==> src/rtl/uart_tx_unit.sv <==
// uart_tx_unit: asynchronous serial transmitter, start + 8 data bits (LSB first)
// + optional parity + 1 stop bit, with bit periods fixed for a 50 MHz clock.
module uart_tx_unit (
  input  logic       clock,
  input  logic       reset,
  input  logic       send,
  input  logic [7:0] data_in,
  input  logic [1:0] parity_type,
  input  logic [1:0] baud_rate,
  output logic       data_tx,
  output logic       busy,
  output logic       done
);

  typedef enum logic [2:0] {
    ST_IDLE   = 3'd0,
    ST_START  = 3'd1,
    ST_DATA   = 3'd2,
    ST_PARITY = 3'd3,
    ST_STOP   = 3'd4
  } state_t;

  function automatic logic [14:0] bit_last_f(input logic [1:0] baud);
    logic [14:0] last_v;
    case (baud)
      2'b00:   last_v = 15'd20832;
      2'b01:   last_v = 15'd10416;
      2'b10:   last_v = 15'd5207;
      2'b11:   last_v = 15'd2603;
      default: last_v = 15'd20832;
    endcase
    return last_v;
  endfunction

  function automatic logic parity_bit_f(input logic [7:0] d, input logic [1:0] ptype);
    logic p_v;
    if (ptype == 2'b01) p_v = ~^d;
    else                p_v = ^d;
    return p_v;
  endfunction

  function automatic logic parity_en_f(input logic [1:0] ptype);
    return (ptype == 2'b01) || (ptype == 2'b10);
  endfunction

  state_t      state_r, state_s;
  logic [14:0] cnt_r, cnt_s;
  logic [2:0]  idx_r, idx_s;
  logic [7:0]  data_r, data_s;
  logic [1:0]  par_r, par_s;
  logic [1:0]  baud_r, baud_s;
  logic        tx_r, tx_s;
  logic        busy_r, busy_s;
  logic        done_r, done_s;
  logic        bit_end_s;
  logic        accept_s;

  // Next-state and next-output logic; a new frame may be accepted in IDLE or on
  // the final stop-bit edge so held send gives gapless back-to-back frames.
  always_comb begin
    state_s   = state_r;
    cnt_s     = cnt_r;
    idx_s     = idx_r;
    tx_s      = tx_r;
    busy_s    = busy_r;
    done_s    = 1'b0;
    bit_end_s = (cnt_r == bit_last_f(baud_r));
    accept_s  = send && ((state_r == ST_IDLE) || ((state_r == ST_STOP) && bit_end_s));
    data_s    = accept_s ? data_in     : data_r;
    par_s     = accept_s ? parity_type : par_r;
    baud_s    = accept_s ? baud_rate   : baud_r;

    case (state_r)
      ST_IDLE: begin
        cnt_s  = 15'd0;
        tx_s   = 1'b1;
        busy_s = 1'b0;
      end
      ST_START: begin
        if (bit_end_s) begin
          state_s = ST_DATA;
          cnt_s   = 15'd0;
          idx_s   = 3'd0;
          tx_s    = data_r[0];
        end else begin
          cnt_s = cnt_r + 15'd1;
        end
      end
      ST_DATA: begin
        if (bit_end_s) begin
          cnt_s = 15'd0;
          if (idx_r == 3'd7) begin
            if (parity_en_f(par_r)) begin
              state_s = ST_PARITY;
              tx_s    = parity_bit_f(data_r, par_r);
            end else begin
              state_s = ST_STOP;
              tx_s    = 1'b1;
            end
          end else begin
            idx_s = idx_r + 3'd1;
            tx_s  = data_r[idx_r + 3'd1];
          end
        end else begin
          cnt_s = cnt_r + 15'd1;
        end
      end
      ST_PARITY: begin
        if (bit_end_s) begin
          state_s = ST_STOP;
          cnt_s   = 15'd0;
          tx_s    = 1'b1;
        end else begin
          cnt_s = cnt_r + 15'd1;
        end
      end
      ST_STOP: begin
        if (bit_end_s) begin
          done_s  = 1'b1;
          state_s = ST_IDLE;
          cnt_s   = 15'd0;
          tx_s    = 1'b1;
          busy_s  = 1'b0;
        end else begin
          cnt_s = cnt_r + 15'd1;
        end
      end
      default: begin
        state_s = ST_IDLE;
        cnt_s   = 15'd0;
        tx_s    = 1'b1;
        busy_s  = 1'b0;
      end
    endcase

    if (accept_s) begin
      state_s = ST_START;
      cnt_s   = 15'd0;
      idx_s   = 3'd0;
      tx_s    = 1'b0;
      busy_s  = 1'b1;
    end else begin
      idx_s = idx_s;
    end
  end

  // State, counters, latched frame parameters and registered outputs.
  always_ff @(posedge clock or posedge reset) begin
    if (reset) begin
      state_r <= ST_IDLE;
      cnt_r   <= 15'd0;
      idx_r   <= 3'd0;
      data_r  <= 8'd0;
      par_r   <= 2'd0;
      baud_r  <= 2'd0;
      tx_r    <= 1'b1;
      busy_r  <= 1'b0;
      done_r  <= 1'b0;
    end else begin
      state_r <= state_s;
      cnt_r   <= cnt_s;
      idx_r   <= idx_s;
      data_r  <= data_s;
      par_r   <= par_s;
      baud_r  <= baud_s;
      tx_r    <= tx_s;
      busy_r  <= busy_s;
      done_r  <= done_s;
    end
  end

  assign data_tx = tx_r;
  assign busy    = busy_r;
  assign done    = done_r;

endmodule

==> config.mk <==
export PLATFORM = sky130hd
export DESIGN_NAME = uart_tx_unit
export DESIGN_NICKNAME = d
export VERILOG_FILES = /design/src/rtl/uart_tx_unit.sv
export SDC_FILE = /design/constraint.sdc
export NUM_CORES = 1
export LEC_CHECK = 0
export CAP_MARGIN = 0
export CORE_MARGIN = 5
export CORE_UTILIZATION = 50
export DETAILED_ROUTE_END_ITERATION = 12
export PLACE_DENSITY = 0.8
export SYNTH_ARGS = -nofsm -noshare
export SYNTH_HDL_FRONTEND = slang
export SYNTH_SLANG_ARGS = --single-unit
==> constraint.sdc <==
create_clock -name clock -period 7.7 [get_ports clock]
set_input_delay 0.77 -clock clock [delete_from_list [all_inputs] [get_ports clock]]
set_output_delay 0.77 -clock clock [all_outputs]
set_load 0.02 [all_outputs]
==> impl_metrics.json <==
{
  "outcome": "complete, no violations",
  "cp.arrival_ns": 3.09,
  "antenna_left": 0,
  "fin_skew_ns": 0.003476,
  "cts_root_buf": "clkbuf_8",
  "clock_path_buffers": 2,
  "utilization_pct": 59.30,
  "ys_seq_elements": 36,
  "diodes": 0,
  "syn_nets": 221,
  "drtIter0Drc": 100,
  "rsz0062_at_grt": "false",
  "path_cells": "inv_1 > ha_1 > or3_1 > a222oi_1 > a31oi_1 > nor2_2 > mux2_2",
  "p_total_uw": 752.6,
  "synth_cell_types": 50,
  "clock_latency_ns": 0.28,
  "core_um2": 4058,
  "worstSetupStartpointType": "flip-flop",
  "grt-ovfl-total": 0,
  "final_cell_mix": "dfrtp_1, nor2_1, clkdlybuf4s50_1",
  "num_rows": 23,
  "synth_edf_count": 0,
  "maxSlewViolCount": 0,
  "io_buffers": 17,
  "clock-sinks": 36,
  "fin_ws_ns": 4.782,
  "netlist_instances": 198,
  "post_cts_buffers": 0,
  "reg2reg_to": "data_r[6]$_DFFE_PP0N_",
  "cellPowerDensity_nw_per_um2": 312.8,
  "hold_start": "par_r[0]$_DFFE_PP0N_",
  "final_common_cell": "dfrtp_1",
  "cap_violations": 0,
  "synthArstFlopShare_pct": 100.0,
  "cts_made_buffers": 5,
  "p_leak_nw": 1.045,
  "crit_required_ns": 7.87,
  "hp-class": "reg -> reg",
  "fin_crit_sh_pct": 37.90,
  "wl_mm": 4.107,
  "drive_gt1_share_pct": 9.633,
  "layout.nets": 240,
  "ys_warn_count": 0,
  "die_height_um": 74.98,
  "max_stage_delay_ns": 0.56,
  "max_freq_ghz": 0.3427,
  "ir_drop_mv": 0.2268,
  "worst_pin_slew_ns": 0.6808,
  "finalHoldViolCount": 0,
  "dieWidth_um": 74.98,
  "cts_tree": "done",
  "num_vias": 1575,
  "grt_pass1_wl_mm": 7.182,
  "post_cts_resize_count": 0,
  "io_pins": 18,
  "reg2reg_depth": 7,
  "preCtsSetupSlack_ns": 4.770,
  "globalplace.congestion": 0.8322,
  "firstDrtPassIters": 4,
  "slew_headroom_pct": 54.56,
  "r2r_setup_slack_ns": 4.78,
  "timing.rr.start": "baud_r[0]$_DFFE_PP0N_",
  "setup-tns-final_ns": 0,
  "hold_depth": 1,
  "synth.avg_cell_area_um2": 10.66,
  "worst_setup_path_end_kind": "flip-flop",
  "grt_max_degree": 37,
  "finalCriticalPeriod_ns": 2.918,
  "cts_max_level": 2,
  "grt_pass1_vias": 1517,
  "place_hpwl_mm": 3.055,
  "syn_area_um2": 2111,
  "cp_max_fo": 13,
  "drc": 0,
  "vias_per_cell": 5.877,
  "antenna_found_initial": 0,
  "hold_path_end": "par_r[0]$_DFFE_PP0N_",
  "routedWlPerCell_um": 15.32,
  "setup_viol": 0,
  "yosysSeqAreaShare_pct": 42.74,
  "initial_utilization_pct": 52.02,
  "crit_type": "reg -> reg",
  "synth_top_flop_cell": "dfrtp_1",
  "area_growth_pct": 13.99,
  "dieArea_um2": 5621,
  "whs_ns": 0.5110,
  "grt_usage_pct": 16.86,
  "ctsHoldBuffers": 0,
  "crit_slowest_cell": "nor2_2",
  "clk_pin_slew_worst_paths_ns": 0.07
}
==> cells in the mapped netlist (2+ instances only) <==
master     count  area [um2]
a22oi_1        2       15.01
dfrtp_1       35       875.8
mux4_2         2       45.04
xnor3_1        2       45.04
nand2_1       11       41.29
mux2_2         6       67.56
and4_1         2       17.52
inv_1          8       30.03
mux2_1         9       101.4
a21oi_1        5       25.02
nand2b_1       3       18.77
xor2_1         7       61.31
clkbuf_1       3       11.26
nor2_1        20       75.07
xnor2_1       12       105.1
nor3_1         3       15.01
ha_1           8       100.1
a211oi_1       2       15.01
a31oi_1        2       12.51
nand3_1       10       50.05
and2_1         2       12.51
and3_1         4       25.02
o21ai_0        2       10.01
nor3b_1        2       15.01
mux2i_1        2       20.02
nand4_1        3       18.77
nor2b_1        3       18.77
or3_1          4       25.02
nand4bb_1      2       22.52
a222oi_1       2       20.02
==> sequential cells by signal (all words and copies together), names as in the netlist <==
signal / count
cnt_r: 15
data_r: 8
idx_r: 3
state_r: 3
baud_r: 2
par_r: 2
busy: 1
data_tx: 1
done: 1
==> worst max-delay path: cells and delay by family, from the launching register on <==
family | cells | cell delay, ns
buffers and inverters | 1 | 0.09
adders and majority gates | 1 | 0.27
and+or+nand+nor | 2 | 0.96
muxes | 1 | 0.40
DFF | 1 | 0.43
AOI/OAI and AO/OA | 2 | 0.64
==> metrics by stage <==
step / instance area [um2] / std cells
floorplan: 2111 / 198
global placement: 2316 / 260
detailed placement: 2316 / 260
CTS: 2406 / 268
global route: 2406 / 268
finish: 2406 / 268
==> cells by family after synthesis <==
logic type                 count (synthesis)  share of synthesized area [%]
DFF                                       36                          42.74
xor gates and xnor gates                  21                          10.02
muxes                                     19                          11.08
AOI/OAI and AO/OA                         26                          9.662
and+or+nand+nor                           74                          18.67
adders and majority gates                  8                          4.742
buffers and inverters                     14                          3.082
==> where the power goes <==
group / internal, mW / total, mW / switching (mW)
combinational: 0.176 / 0.318 / 0.142
clock: 0.0730 / 0.136 / 0.0635
sequential: 0.241 / 0.299 / 0.0573
==> final cells by class <==
class / instances / area, um2
Sequential cell: 36 / 902.1
Inverter: 8 / 30.03
Fill cell: 337 / 1652
Timing Repair Buffer: 18 / 177.7
Clock buffer: 8 / 90.09
Multi-Input combinational cell: 148 / 1144
Tap cell: 50 / 62.56
==> per-layer routing <==
| metal | part of all wire, % | up-vias | track usage (%) |
|---|---|---|---|
| li1 | - | 753 | - |
| met5 | 0 | - | 0 |
| met4 | 1.9 | 0 | 5.731 |
| met2 | 47 | 38 | 25.92 |
| met1 | 47 | 778 | 23.29 |
| met3 | 4.0 | 6 | 4.272 |
==> worst max path at each step <==
stage | to | start | slack (ns) | cells after the start
floorplan | baud_r[0]$_DFFE_PP0N_ | baud_r[0]$_DFFE_PP0N_ | 5.28 | 8
global placement | data_r[5]$_DFFE_PP0N_ | baud_r[0]$_DFFE_PP0N_ | 4.87 | 7
detailed placement | data_r[5]$_DFFE_PP0N_ | baud_r[0]$_DFFE_PP0N_ | 4.77 | 7
CTS | par_r[1]$_DFFE_PP0N_ | baud_r[0]$_DFFE_PP0N_ | 4.77 | 7
global route | data_r[0]$_DFFE_PP0N_ | baud_r[0]$_DFFE_PP0N_ | 4.59 | 7
finish | data_r[6]$_DFFE_PP0N_ | baud_r[0]$_DFFE_PP0N_ | 4.78 | 7
No activity file was read; power rests on OpenSTA's default activity.
